File: src/rtl/sdram_host_adapter.sv
// Purpose: queue host read/write requests and issue them one at a time to the SDRAM controller host port.
// Latency: enable 2 cycles after a push into an idle queue; wr_done on busy fall, rsp_valid READ_LATENCY cycles later.
// Backpressure: req_ready = queue not full; controller backpressure via busy, unacknowledged enables re-issued on timeout.

// Small synchronous FIFO with combinational head output.
module sha_fifo #(
    parameter int WIDTH = 8,
    parameter int DEPTH = 4
) (
    input  logic             clk,
    input  logic             rst,
    input  logic             wr_en,
    input  logic [WIDTH-1:0] wr_dat,
    input  logic             rd_en,
    output logic [WIDTH-1:0] rd_dat,
    output logic             full,
    output logic             empty
);
    localparam int AW = (DEPTH > 1) ? $clog2(DEPTH) : 1;

    logic [WIDTH-1:0] mem [DEPTH];
    logic [AW-1:0]    wr_ptr;
    logic [AW-1:0]    rd_ptr;
    logic [AW:0]      count;
    logic             push_ok;
    logic             pop_ok;

    assign full    = (count == (AW+1)'(DEPTH));
    assign empty   = (count == '0);
    // A full FIFO refuses a push even when a pop happens in the same cycle.
    assign push_ok = wr_en && !full;
    assign pop_ok  = rd_en && !empty;
    assign rd_dat  = mem[rd_ptr];

    // Pointer and occupancy tracking; DEPTH is a power of two so pointers wrap naturally.
    always_ff @(posedge clk) begin
        if (rst) begin
            wr_ptr <= '0;
            rd_ptr <= '0;
            count  <= '0;
        end else begin
            if (push_ok) wr_ptr <= wr_ptr + 1'b1;
            if (pop_ok)  rd_ptr <= rd_ptr + 1'b1;
            case ({push_ok, pop_ok})
                2'b10:   count <= count + 1'b1;
                2'b01:   count <= count - 1'b1;
                default: count <= count;
            endcase
        end
    end

    // Storage array, no reset needed since occupancy gates every read.
    always_ff @(posedge clk) begin
        if (push_ok) mem[wr_ptr] <= wr_dat;
    end
endmodule

module sdram_host_adapter #(
    parameter int HADDR_WIDTH  = 24,
    parameter int FIFO_DEPTH   = 4,
    parameter int INIT_CYCLES  = 64,
    parameter int ACK_TIMEOUT  = 15,
    parameter int READ_LATENCY = 4
) (
    input  logic                   clk,
    input  logic                   rst,
    input  logic                   req_valid,
    output logic                   req_ready,
    input  logic                   req_we,
    input  logic [HADDR_WIDTH-1:0] req_addr,
    input  logic [15:0]            req_wdata,
    output logic                   rsp_valid,
    output logic [15:0]            rsp_data,
    output logic                   wr_done,
    output logic [7:0]             retry_cnt,
    output logic [HADDR_WIDTH-1:0] ctrl_haddr,
    output logic [15:0]            ctrl_data_in,
    output logic                   ctrl_rd_enable,
    output logic                   ctrl_wr_enable,
    input  logic                   ctrl_busy,
    input  logic [15:0]            ctrl_data_out
);
    localparam int CW = 16;

    typedef struct packed {
        logic                   we;
        logic [HADDR_WIDTH-1:0] addr;
        logic [15:0]            wdata;
    } req_t;

    typedef enum logic [2:0] {
        WAIT_INIT,
        IDLE,
        ISSUE,
        WAIT_BUSY,
        WAIT_DONE,
        READ_WAIT
    } state_t;

    state_t      state, state_n;
    logic [CW-1:0] cnt, cnt_n;
    req_t        req_in;
    req_t        head;
    logic        fifo_full;
    logic        fifo_empty;
    logic        pop;
    logic        wr_done_c;
    logic        rsp_valid_c;
    logic        retry_inc;
    logic [15:0] rsp_data_q;

    assign req_in    = '{we: req_we, addr: req_addr, wdata: req_wdata};
    assign req_ready = !fifo_full;

    sha_fifo #(
        .WIDTH ($bits(req_t)),
        .DEPTH (FIFO_DEPTH)
    ) u_fifo (
        .clk    (clk),
        .rst    (rst),
        .wr_en  (req_valid),
        .wr_dat (req_in),
        .rd_en  (pop),
        .rd_dat (head),
        .full   (fifo_full),
        .empty  (fifo_empty)
    );

    // Next-state, shared down-counter and completion strobes.
    always_comb begin
        state_n     = state;
        cnt_n       = cnt;
        pop         = 1'b0;
        wr_done_c   = 1'b0;
        rsp_valid_c = 1'b0;
        retry_inc   = 1'b0;
        case (state)
            WAIT_INIT: begin
                if (cnt == '0) state_n = IDLE;
                else           cnt_n   = cnt - CW'(1);
            end
            IDLE: begin
                if (!fifo_empty) state_n = ISSUE;
            end
            ISSUE: begin
                cnt_n   = CW'(ACK_TIMEOUT - 1);
                state_n = WAIT_BUSY;
            end
            WAIT_BUSY: begin
                if (ctrl_busy) begin
                    state_n = WAIT_DONE;
                end else if (cnt == '0) begin
                    // Controller was in init/refresh and dropped the enable.
                    retry_inc = 1'b1;
                    state_n   = ISSUE;
                end else begin
                    cnt_n = cnt - CW'(1);
                end
            end
            WAIT_DONE: begin
                if (!ctrl_busy) begin
                    if (head.we) begin
                        pop       = 1'b1;
                        wr_done_c = 1'b1;
                        state_n   = IDLE;
                    end else begin
                        cnt_n   = CW'(READ_LATENCY - 1);
                        state_n = READ_WAIT;
                    end
                end
            end
            READ_WAIT: begin
                if (cnt == '0) begin
                    rsp_valid_c = 1'b1;
                    pop         = 1'b1;
                    state_n     = IDLE;
                end else begin
                    cnt_n = cnt - CW'(1);
                end
            end
            default: state_n = WAIT_INIT;
        endcase
    end

    // State, registered enables/command fields, retry counter and read data capture.
    always_ff @(posedge clk) begin
        if (rst) begin
            state          <= WAIT_INIT;
            cnt            <= CW'(INIT_CYCLES - 1);
            ctrl_rd_enable <= 1'b0;
            ctrl_wr_enable <= 1'b0;
            ctrl_haddr     <= '0;
            ctrl_data_in   <= '0;
            retry_cnt      <= '0;
            rsp_data_q     <= '0;
        end else begin
            state          <= state_n;
            cnt            <= cnt_n;
            ctrl_rd_enable <= (state_n == ISSUE) && !head.we;
            ctrl_wr_enable <= (state_n == ISSUE) && head.we;
            // Head stays put until completion, so retries re-load identical fields.
            if (state_n == ISSUE) begin
                ctrl_haddr   <= head.addr;
                ctrl_data_in <= head.wdata;
            end
            if (retry_inc && (retry_cnt != 8'hFF)) retry_cnt <= retry_cnt + 8'd1;
            if (rsp_valid_c) rsp_data_q <= ctrl_data_out;
        end
    end

    // Pulses are presented in the completion cycle itself; read data bypasses the
    // capture register during the pulse and is held from the register afterwards.
    assign wr_done   = wr_done_c && !rst;
    assign rsp_valid = rsp_valid_c && !rst;
    assign rsp_data  = rsp_valid ? ctrl_data_out : rsp_data_q;
endmodule

File: config.mk
export PLATFORM = sky130hd
export DESIGN_NAME = sdram_host_adapter
export DESIGN_NICKNAME = d
export VERILOG_FILES = /design/src/rtl/sdram_host_adapter.sv
export SDC_FILE = /design/constraint.sdc
export NUM_CORES = 1
export LEC_CHECK = 0
export BUFFER_PORTS_ARGS = -buffer_cell sky130_fd_sc_hd__buf_4
export CORE_ASPECT_RATIO = 1.2
export CORE_MARGIN = 2
export CORE_UTILIZATION = 35
export DETAILED_ROUTE_END_ITERATION = 12
export GPL_TIMING_DRIVEN = 0
export PLACE_DENSITY = 0.59
export SLEW_MARGIN = 40
export SYNTH_ARGS = -nofsm -noshare
export SYNTH_HDL_FRONTEND = slang
export SYNTH_SLANG_ARGS = --single-unit
File: constraint.sdc
create_clock -name clk -period 3.2 [get_ports clk]
set_clock_uncertainty 0.1 [all_clocks]
set_input_delay 0.32 -clock clk [delete_from_list [all_inputs] [get_ports clk]]
set_output_delay 0.32 -clock clk [all_outputs]
set_load 0.005 [all_outputs]
==> impl_metrics.tcl <==
set metrics [dict create \
    outcome "finished with violations" \
    violations "setup timing" \
    maxCapViolations 0 \
    grt_pass1_vias 7136 \
    synth_top_area_cell "edfxtp_1" \
    viasPerCell 5.13 \
    worst_ep_arrival_time_ns 2.94 \
    pin_count 130 \
    async_flop_share 0 \
    worstSkewPairLatency_ns 0.53 \
    critical_path_class "reg -> out" \
    die_h_um 192 \
    crit_slowest_cell "or4_4" \
    worst_pin_slew_ns 0.806 \
    slew_headroom 0.463 \
    clkTransAtPathRegs_ns 0.06 \
    synth-edff-count 164 \
    yosysUniqueCellTypes 54 \
    post-dp-hpwl_mm 16.1 \
    tns_ns -1.62 \
    synth_top_area_frac 0.478 \
    startpoint_type "flip-flop" \
    drive_gt1_frac 0.299 \
    power.leakage_uw 0.00474 \
    power_density_nw_per_um2 522 \
    wirelength_mm 24.8 \
    ant_nets 0 \
    route.detailed.drc 0 \
    finalSetupViolCount 16 \
    avgSynthCellArea_um2 14.3 \
    synth.net_count 792 \
    diodes 0 \
    vias 6988 \
    setup_slack_ns -0.162 \
    timing.fmax_mhz 297 \
    crit_path_max_fanout 5 \
    drt_iter0_drc 412 \
    rsz0062_at_grt "true" \
    ys_ff_latch 258 \
    hold_class "in -> reg" \
    htree_levels 1 \
    start_util 0.357 \
    grt_max_degree 24 \
    cts_tree "yes" \
    cts_buffers 27 \
    synth_area_leaders "edfxtp_1 48%, dfxtp_1 18%, mux4_2 9.0%" \
    critPathMaxStageDelay_ns 0.56 \
    grt_usage 0.159 \
    row_count 68 \
    drtPass1Iterations 5 \
    synthCells 722 \
    netlist_area_um2 10300 \
    slew_violations 0 \
    crit_required_ns 2.78 \
    worstPathCellList "or4_4 -> or4_4 -> nor4_4 -> buf_6 -> buf_12 -> buf_8 -> mux2_4 -> buf_6" \
    ys_top_cells_by_count "164 x edfxtp_1, 94 x dfxtp_1, 55 x a21oi_1" \
    nets 1026 \
    hold_viol_final 0 \
    end_kind "output pin" \
    clock-sinks 258 \
    die-area_um2 30800 \
    yosys_warnings 0 \
    ys_seq_area_frac 0.661 \
    antenna_found_initial 0 \
    port_buffers 127 \
    grt_pass1_wl_mm 38.8 \
    timing.final.crit_share 1.05 \
    period_needed_ns 3.36 \
    gp_congestion 0.826 \
    synth_ff_type "edfxtp_1" \
    yosysMostFrequentCell "edfxtp_1" \
    overflow 0 \
    cts_root_buf "clkbuf_16" \
    vdd_drop_max_uv 398 \
    dp_slack_ns -0.392 \
    wl_per_cell_um 18.2 \
    area_growth_pct 32.5 \
    core-area_um2 28800 \
    cts_buffer_depth 3 \
    dieWidth_um 161 \
]
==> kinds of logic (layout without fill, tap and decap cells) <==
kind of cell               Yosys count  after routing  share of synthesized area
and+or+nand+nor                    154            154                     0.0848
buffers and inverters               67            322                     0.0262
adders and majority gates            9              9                     0.0117
AOI/OAI and AO/OA                  161            161                     0.0944
DFF                                258            258                      0.661
xor gates and xnor gates             9              9                    0.00765
muxes                               64             64                      0.114
==> sequential cells by signal, summed over array words and instances (netlist names), named ones only <==
register,count
u_fifo.mem,164
ctrl_haddr,24
cnt,16
ctrl_data_in,16
rsp_data_q,16
retry_cnt,8
state,3
u_fifo.count,3
u_fifo.rd_ptr,2
u_fifo.wr_ptr,2
ctrl_rd_enable,1
ctrl_wr_enable,1
==> metrics by stage <==
stage / hold WS (ns) / instances / cell area (µm²) / power (µW) / util
floorplan: 0.319 / 722 / 10300 / 3940 / -
global placement: 0.349 / 1234 / 11700 / 4110 / 0.407
detailed placement: 0.349 / 1238 / 11800 / 4140 / 0.410
CTS: 0.111 / 1361 / 13600 / 7220 / 0.472
global route: 0.172 / 1362 / 13600 / 7390 / 0.473
finish: 0.141 / 1362 / 13600 / 7130 / 0.473
==> placed cells by master (no fill, tap or decap), drive strengths merged, types with 9 or more instances in the layout <==
| master | synthesis | routed |
|---|---|---|
| dlygate4sd3 | 0 | 57 |
| o21ai | 53 | 53 |
| a21oi | 55 | 55 |
| buf | 18 | 167 |
| dfxtp | 94 | 94 |
| inv | 14 | 17 |
| o31ai | 9 | 9 |
| edfxtp | 164 | 164 |
| nor2 | 22 | 22 |
| a22o | 16 | 16 |
| nand3 | 48 | 48 |
| or4 | 15 | 15 |
| nor4 | 13 | 13 |
| clkbuf | 35 | 72 |
| nand2 | 13 | 13 |
| mux4 | 41 | 41 |
| mux2 | 19 | 19 |
==> path summary, 6_finish.rpt <==
| check | from | endpoint | slack (ns) | cells past startpoint |
|---|---|---|---|---|
| max | cnt[10]$_SDFFE_PP0P_ | rsp_data[10] | -0.16 | 8 |
| min | ctrl_busy | state[2]$_SDFF_PP0_ | 0.14 | 3 |
| max reg2reg | cnt[9]$_SDFFE_PP0P_ | u_fifo.count[2]$_SDFFE_PP0P_ | 0.02 | 12 |
| min reg2reg | rsp_data_q[12]$_SDFFE_PP0N_ | rsp_data_q[12]$_SDFFE_PP0N_ | 0.37 | 1 |
==> power by group <==
group          total, µW  internal [µW]  switching [µW]
Clock               3000           1750            1250
Sequential          3680           3650            26.9
Combinational        451            194             257
Total               7130           5600            1530
==> what timing repair did <==
item                                    in CTS  in global routing
setup buffers                               16                  2
endpoints found under the setup margin      18                 18
pin swaps                                    8                  6
hold buffers                                57                  0
cloned                                       1                  0
gates resized for setup                     60                  5
hold endpoints to repair                   180                  0
==> area by class of cell <==
type | count | area, µm²
Fill cell | 2526 | 15200
Sequential cell | 258 | 6810
Multi-Input combinational cell | 397 | 3370
Timing Repair Buffer | 206 | 1840
Clock buffer | 38 | 727
Tap cell | 385 | 482
Buffer | 52 | 236
Clock inverter | 12 | 121
Inverter | 14 | 52.6
==> layer usage <==
| metal | part of all wire | global-route usage | wire length (µm) |
|---|---|---|---|
| met2 | 0.50 | 0.285 | 12400 |
| met4 | 0.021 | 0.0430 | 527 |
| met1 | 0.42 | 0.199 | 10500 |
| met5 | 0 | 0 | 0 |
| met3 | 0.053 | 0.0263 | 1320 |
==> critical path, delay by kind of cell, from the launching register on <==
family | cells | cell delay [ns]
muxes | 1 | 0.31
buffers and inverters | 4 | 0.52
and+or+nand+nor | 3 | 1.25
DFF | 1 | 0.34
No activity file was read; power rests on OpenSTA's default activity.
